[src/rtl/uart_tx_ctrl_if.sv]
// Handshake and control bundle between a UART TX controller and its datapath.
interface uart_tx_ctrl_if #(
    parameter int WIDTH = 8
) ();
    localparam int IW = $clog2(WIDTH);

    logic          DATA_VALID;
    logic          PAR_EN;
    logic          load_en;
    logic          ser_en;
    logic [IW-1:0] bit_idx;
    logic [1:0]    mux_sel;
    logic          busy;

    modport master (
        output DATA_VALID, PAR_EN,
        input  load_en, ser_en, bit_idx, mux_sel, busy
    );

    modport slave (
        input  DATA_VALID, PAR_EN,
        output load_en, ser_en, bit_idx, mux_sel, busy
    );
endinterface

[src/rtl/uart_tx_ctrl.sv]
// UART transmit frame sequencer: START, WIDTH data bits LSB first, optional parity, STOP.
module uart_tx_ctrl #(
    parameter int WIDTH = 8
) (
    input  logic           CLK,
    input  logic           RST,
    uart_tx_ctrl_if.slave  bus
);
    localparam int            IW   = $clog2(WIDTH);
    localparam logic [IW-1:0] LAST = IW'(WIDTH - 1);

    typedef enum logic [2:0] {
        IDLE   = 3'd0,
        START  = 3'd1,
        DATA   = 3'd2,
        PARITY = 3'd3,
        STOP   = 3'd4
    } state_t;

    state_t        state_q, state_d;
    logic [IW-1:0] idx_q, idx_d;
    logic          par_en_q, par_en_d;
    logic          load;
    logic          ser;
    logic          busy_c;
    logic [1:0]    mux;

    always_ff @(posedge CLK or negedge RST) begin
        if (!RST) begin
            state_q  <= IDLE;
            idx_q    <= '0;
            par_en_q <= 1'b0;
        end else begin
            state_q  <= state_d;
            idx_q    <= idx_d;
            par_en_q <= par_en_d;
        end
    end

    always_comb begin
        state_d  = IDLE;
        idx_d    = idx_q;
        par_en_d = par_en_q;
        load     = bus.DATA_VALID && (state_q == IDLE || state_q == STOP);
        mux      = 2'b11;
        ser      = 1'b0;
        busy_c   = 1'b1;

        case (state_q)
            IDLE: begin
                busy_c  = 1'b0;
                state_d = load ? START : IDLE;
            end
            START: begin
                mux     = 2'b00;
                state_d = DATA;
            end
            DATA: begin
                mux = 2'b01;
                ser = 1'b1;
                // bit_idx saturates at LAST so it never wraps while leaving DATA
                if (idx_q == LAST) begin
                    state_d = par_en_q ? PARITY : STOP;
                end else begin
                    state_d = DATA;
                    idx_d   = idx_q + 1'b1;
                end
            end
            PARITY: begin
                mux     = 2'b10;
                state_d = STOP;
            end
            STOP: begin
                state_d = load ? START : IDLE;
            end
            default: begin
                busy_c  = 1'b0;
                state_d = IDLE;
            end
        endcase

        if (load) begin
            idx_d    = '0;
            par_en_d = bus.PAR_EN;
        end
    end

    assign bus.load_en = load;
    assign bus.ser_en  = ser;
    assign bus.bit_idx = idx_q;
    assign bus.mux_sel = mux;
    assign bus.busy    = busy_c;
endmodule
[src/flat_wrapper.sv]
// flat-port wrapper written by rule: the top's interface ports become plain ports
module uart_tx_ctrl_flat 
#(
    parameter int WIDTH = 8
)
  (CLK, RST, bus_DATA_VALID, bus_PAR_EN, bus_load_en, bus_ser_en, bus_bit_idx, bus_mux_sel, bus_busy);
  uart_tx_ctrl_if #(.WIDTH(WIDTH)) bus_i ();
  input  logic CLK;
  input  logic RST;
  input wire logic [$bits(bus_i.DATA_VALID)-1:0] bus_DATA_VALID;
  input wire logic [$bits(bus_i.PAR_EN)-1:0] bus_PAR_EN;
  output wire logic [$bits(bus_i.load_en)-1:0] bus_load_en;
  output wire logic [$bits(bus_i.ser_en)-1:0] bus_ser_en;
  output wire logic [$bits(bus_i.bit_idx)-1:0] bus_bit_idx;
  output wire logic [$bits(bus_i.mux_sel)-1:0] bus_mux_sel;
  output wire logic [$bits(bus_i.busy)-1:0] bus_busy;
  assign bus_i.DATA_VALID = bus_DATA_VALID;
  assign bus_i.PAR_EN = bus_PAR_EN;
  assign bus_load_en = bus_i.load_en;
  assign bus_ser_en = bus_i.ser_en;
  assign bus_bit_idx = bus_i.bit_idx;
  assign bus_mux_sel = bus_i.mux_sel;
  assign bus_busy = bus_i.busy;
  uart_tx_ctrl #(.WIDTH(WIDTH)) u_core (.CLK(CLK), .RST(RST), .bus(bus_i));
endmodule
[config.mk]
export PLATFORM = sky130hd
export DESIGN_NAME = uart_tx_ctrl_flat
export DESIGN_NICKNAME = d
export VERILOG_FILES = /design/src/rtl/uart_tx_ctrl_if.sv /design/src/rtl/uart_tx_ctrl.sv /design/src/flat_wrapper.sv
export SDC_FILE = /design/constraint.sdc
export NUM_CORES = 1
export LEC_CHECK = 0
export BUFFER_PORTS_ARGS = -buffer_cell sky130_fd_sc_hd__buf_2
export CAP_MARGIN = 5
export CORE_AREA = 2 2 39 41
export DETAILED_ROUTE_END_ITERATION = 8
export DIE_AREA = 0 0 41 43
export PLACE_DENSITY_LB_ADDON = 0.25
export SYNTH_ARGS = -nofsm -noshare
export SYNTH_HDL_FRONTEND = slang
export SYNTH_SLANG_ARGS = --single-unit
[constraint.sdc]
create_clock -name CLK -period 2 [get_ports CLK]
set_clock_uncertainty 0.2 [all_clocks]
set_input_delay 0.2 -clock CLK [delete_from_list [all_inputs] [get_ports CLK]]
set_output_delay 0.2 -clock CLK [all_outputs]
set_load 0.02 [all_outputs]
==> results of run 1 <==
==> synth_stat cells <==
cell,n
mux2_1,1
a31o_1,1
xnor2_1,1
nand2b_1,3
nor4b_4,1
nor2_2,1
a22o_1,2
xor2_1,1
a21oi_1,1
dfrtp_1,7
ha_1,2
nor2_1,4
nor2b_1,1
mux2_4,1
nor3b_2,1
==> per-stage QoR <==
step | util, % | total power [mW] | setup slack [ns] | instance area, um^2
2_1_floorplan | - | 0.591 | 0.0903 | 358
3_3_place_gp | 31.8 | 0.720 | 0.188 | 440
3_5_place_dp | 31.8 | 0.745 | 0.160 | 440
4_1_cts | 35.2 | 0.887 | 0.139 | 487
5_1_grt | 35.2 | 0.943 | 0.0880 | 487
6_report | 35.2 | 0.870 | 0.165 | 487
==> registers in the layout, summed over array words and instances (netlist names) <==
name / flops
u_core.bus.bit_idx: 3
u_core.state_q: 3
u_core.par_en_q: 1
==> worst min-delay path by stage <==
stage,start,end,slack [ns],cells past startpoint
finish,RST,u_core.state_q[2]$_DFF_PN0_,0.12,2
global route,RST,u_core.state_q[2]$_DFF_PN0_,0.14,2
CTS,RST,u_core.state_q[2]$_DFF_PN0_,0.12,2
detailed placement,RST,u_core.state_q[1]$_DFF_PN0_,-0.15,1
global placement,RST,u_core.state_q[1]$_DFF_PN0_,-0.16,1
floorplan,RST,u_core.bus.bit_idx[0]$_DFFE_PN0P_,-0.30,0
==> logic make-up (layout without fill, tap and decap cells) <==
kind of cell	after synthesis	count (layout)	synth area share, %
fa+ha+maj	2	2	6.99
compound gates	4	4	8.74
simple gates	11	11	23.1
buf+inv	0	18	0
flops	7	7	49.0
xor+xnor	2	2	4.90
mux	2	2	7.34
==> report_power, final <==
group	internal, mW	switching [mW]	total [mW]
combinational	0.212	0.248	0.459
sequential	0.203	0.0771	0.280
clock	0.0763	0.0548	0.131
==> worst max-delay path, cell delays in order, from the launching register on <==
cell     delay (ns)
dfrtp_1        0.41
ha_1           0.21
ha_1           0.23
nor4b_4        0.32
nor2_2         0.08
mux2_4         0.27
==> metal layers <==
layer	share of wire, %	vias to the layer above
met3	6.8	2
met5	0	-
met2	54	9
met4	1.7	0
met1	37	140
li1	-	136
==> layout make-up <==
type                            instances  area, um^2
Fill cell                             143         897
Multi-Input combinational cell         21         183
Sequential cell                         7         175
Clock buffer                            4        26.3
Tap cell                               16        20.0
Timing Repair Buffer                   14        82.6
==> results.yml, run 1 <==
route:
  routed_wl_um: 745
  drtAntennaViolNets: 0
  vias_per_cell: 4.63
  drtIter0Drc: 2
  drc: 0
  wire_per_inst_um: 12.0
  dr.pass1.iters: 2
  via_count: 287
clocking:
  clk_latency_ns: 0.25
  cts_root_buf: "clkbuf_4"
  clkSinkCount: 7
  cts_max_level: 1
  cts-resized-gates: 0
  cts.reportedPaths.clkPinSlew_ns: 0.05
  cts_tree: "built"
  cts_hold_buf: 2
  cts_buffers: 3
  postCtsSetupBuffers: 0
  clockBufferDepth: 2
critical_path:
  critPathArrivalTime_ns: 1.77
  crit_end: "u_core.bus.bit_idx[0]$_DFFE_PN0P_"
  startpoint_type: "flip-flop"
  crit_type: "flip-flop to flip-flop"
  end_kind: "flip-flop"
  regToRegStartpoint: "u_core.bus.bit_idx[0]$_DFFE_PN0P_"
  crit_fanout: 3
  worst-r2r-setup-slack_ns: 0.16
  required_ns: 1.94
  r2r_end: "u_core.bus.bit_idx[0]$_DFFE_PN0P_"
  critPathLaunch: "u_core.bus.bit_idx[0]$_DFFE_PN0P_"
  rr_worst_depth: 5
die:
  rows: 14
  dieArea_um2: 1760
  die_w_um: 41
  die_h_um: 43
  io-pin-count: 12
  start_util_pct: 25.9
  core_region_area_um2: 1380
sta:
  min_period_over_period_pct: 91.8
  hold_viol: 0
  min_period_ns: 1.84
  rsz0062_at_grt: "no"
  drv_slew: 0
  fin_tns_setup_ns: 0
  relSlewSlack_pct: 75.4
  worstMarginPinSlew_ns: 0.367
  fmax_mhz: 545
  whs_ns: 0.119
  finalSetupViolations: 0
layout:
  layout_common_cells: "11 x buf_2, 7 x dfrtp_1, 4 x nor2_1, 3 x nand2b_1, 3 x clkbuf_4"
  stdcell_count: 62
  final_common_cell: "buf_2"
  nNetsFinal: 53
  layout-drive-gt1-share_pct: 41.3
  syn2layout_area_growth_pct: 36.0
  n_antenna_cell: 0
run_status:
  outcome: "finished clean"
placement:
  io_buffers: 11
  dp.cells: 56
  gp_congestion: 0.639
  hpwl_um: 574
synthesis:
  synth_area_leaders: "dfrtp_1 49%, ha_1 7.0%, nor4b_4 6.6%"
  synth_top_area_share_pct: 49.0
  synthDistinctLibCells: 15
  yosys_warnings: 0
  synth_area_um2: 358
  seq_area_frac_synth_pct: 49.0
  ys_seq_elements: 7
  syn_nets: 34
  yosysTopAreaCell: "dfrtp_1"
  syn_area_per_cell_um2: 12.8
  synth_cells: 28
global_route:
  grt-ovfl-total: 0
  track_usage_pct: 10.5
  grt_pass1_vias: 290
  grt_pass1_wl_mm: 1.19
  grt_max_degree: 8
  grt_util_met1_pct: 10.9
  met2_usage_pct: 16.6
  use_met3_pct: 4.71
  grt_antenna_before_repair: 0
  grt_most_used_layer: "met2"
pwr:
  ir_worst_vdd_v: 0.000541
  p_leak_nw: 0.246
  power_density_nw_per_um2: 1790
hold_path:
  hold_path.class: "input pin to async pin"
job:
  drv_cap: 0
(Power assumes the default switching activity.)
==> run 2: changes to the inputs <==
--- a/config.mk
+++ b/config.mk
@@ -11,6 +11,8 @@
 export DETAILED_ROUTE_END_ITERATION = 8
 export DIE_AREA = 0 0 41 43
 export PLACE_DENSITY_LB_ADDON = 0.25
+export RECOVER_POWER = 25
+export SKIP_LAST_GASP = 1
 export SYNTH_ARGS = -nofsm -noshare
 export SYNTH_HDL_FRONTEND = slang
 export SYNTH_SLANG_ARGS = --single-unit
==> results.yml, run 2 (synthesis gave the netlist of run 1 again) <==
layout:
  stdcell_count: 62
  nNetsFinal: 53
  ff_latch_area_um2: 175
  layout_common_cells: "10 x buf_2, 7 x dfrtp_1, 4 x nor2_1, 3 x nand2b_1, 3 x clkbuf_4"
  final_common_cell: "buf_2"
  fillCellCount: 144
  syn2layout_area_growth_pct: 35.7
  layout-drive-gt1-share_pct: 39.1
  n_antenna_cell: 0
  multiInputGateArea_um2: 183
critical_path:
  end_kind: "flip-flop"
  r2r_end: "u_core.bus.bit_idx[0]$_DFFE_PN0P_"
  critPathArrivalTime_ns: 1.77
  regToRegStartpoint: "u_core.bus.bit_idx[0]$_DFFE_PN0P_"
  crit_type: "flip-flop to flip-flop"
  required_ns: 1.94
  worst-r2r-setup-slack_ns: 0.16
  startpoint_type: "flip-flop"
  crit_fanout: 3
  rr_worst_depth: 5
clocking:
  cts_buffers: 3
  clockBufferDepth: 2
  clkSinkCount: 7
  clk_latency_ns: 0.25
  cts-resized-gates: 0
  cts_hold_buf: 2
  cts_tree: "built"
  cts_max_level: 1
  cts.reportedPaths.clkPinSlew_ns: 0.05
  postCtsSetupBuffers: 0
  cts_root_buf: "clkbuf_4"
sta:
  min_period_over_period_pct: 91.8
  whs_ns: 0.188
  worstMarginPinSlew_ns: 0.402
  hold_viol: 0
  relSlewSlack_pct: 73.2
  min_period_ns: 1.84
  rsz0062_at_grt: "no"
  fin_tns_setup_ns: 0
  worst_slack_ns: 0.165
  fmax_mhz: 545
  drv_slew: 0
  finalSetupViolations: 0
route:
  vias_per_cell: 4.63
  routed_wl_um: 744
  via_count: 287
  dr.pass1.iters: 2
  drc: 0
  drtAntennaViolNets: 0
  wire_per_inst_um: 12.0
  drtIter0Drc: 2
run_status:
  outcome: "finished clean"
die:
  core_region_area_um2: 1380
  start_util_pct: 25.9
  dieArea_um2: 1760
  io-pin-count: 12
  rows: 14
  die_h_um: 43
  die_w_um: 41
global_route:
  grt_pass1_wl_mm: 1.19
  grt-ovfl-total: 0
  grt_antenna_before_repair: 0
  grt_max_degree: 8
  track_usage_pct: 10.5
  grt_pass1_vias: 290
hold_path:
  hold_path.class: "input pin to async pin"
placement:
  hpwl_um: 574
  io_buffers: 11
  gp_congestion: 0.639
  pre_cts_ws_ns: 0.160
  dp.cells: 56
pwr:
  ir_worst_vdd_v: 0.000541
  p_leak_nw: 0.243
  power_density_nw_per_um2: 1790
job:
  drv_cap: 0
## run 2: layout make-up
type / count / area share, %
clock buffers: 4 / 5.41
multi-input cells: 21 / 37.6
flip-flops and latches: 7 / 36.1
well taps: 16 / 4.12
repair buffers: 14 / 16.8
## run 2: layer usage
metal  GRT usage [%]  up-vias  share of wire [%]
li1                -      136                  -
met1            10.9      140                 36
met2            16.6        9                 55
met3            4.71        2                6.9
met4            6.00        0                1.7
met5               0        -                  0
## run 2: critical path: stages, from the launching register on
cell     delay, ns
dfrtp_1       0.41
ha_1          0.21
ha_1          0.23
nor4b_4       0.32
nor2_2        0.08
mux2_4        0.27
## run 2: power by group
group	switching (mW)	internal [mW]
registers	0.0771	0.203
clock network	0.0548	0.0763
logic	0.248	0.211
total	0.380	0.490
## run 2: worst max-delay path by stage
stage / end / startpoint / slack (ns) / cells after the start
final: u_core.bus.bit_idx[0]$_DFFE_PN0P_ / u_core.bus.bit_idx[0]$_DFFE_PN0P_ / 0.16 / 5
after global routing: u_core.bus.bit_idx[0]$_DFFE_PN0P_ / u_core.bus.bit_idx[0]$_DFFE_PN0P_ / 0.09 / 5
after CTS: u_core.bus.bit_idx[0]$_DFFE_PN0P_ / u_core.bus.bit_idx[0]$_DFFE_PN0P_ / 0.14 / 5
after detailed placement: u_core.bus.bit_idx[0]$_DFFE_PN0P_ / u_core.bus.bit_idx[0]$_DFFE_PN0P_ / 0.16 / 5
after global placement: u_core.bus.bit_idx[0]$_DFFE_PN0P_ / u_core.bus.bit_idx[0]$_DFFE_PN0P_ / 0.19 / 5
after floorplan: u_core.bus.bit_idx[0]$_DFFE_PN0P_ / u_core.bus.bit_idx[0]$_DFFE_PN0P_ / 0.09 / 5
## run 2: stage by stage
step                      power (mW)  util (%)  instance area (um^2)
final                          0.870      35.1                   485
after global routing           0.943      35.1                   485
after CTS                      0.887      35.2                   487
after detailed placement       0.745      31.8                   440
after global placement         0.720      31.8                   440
after floorplan                0.591         -                   358
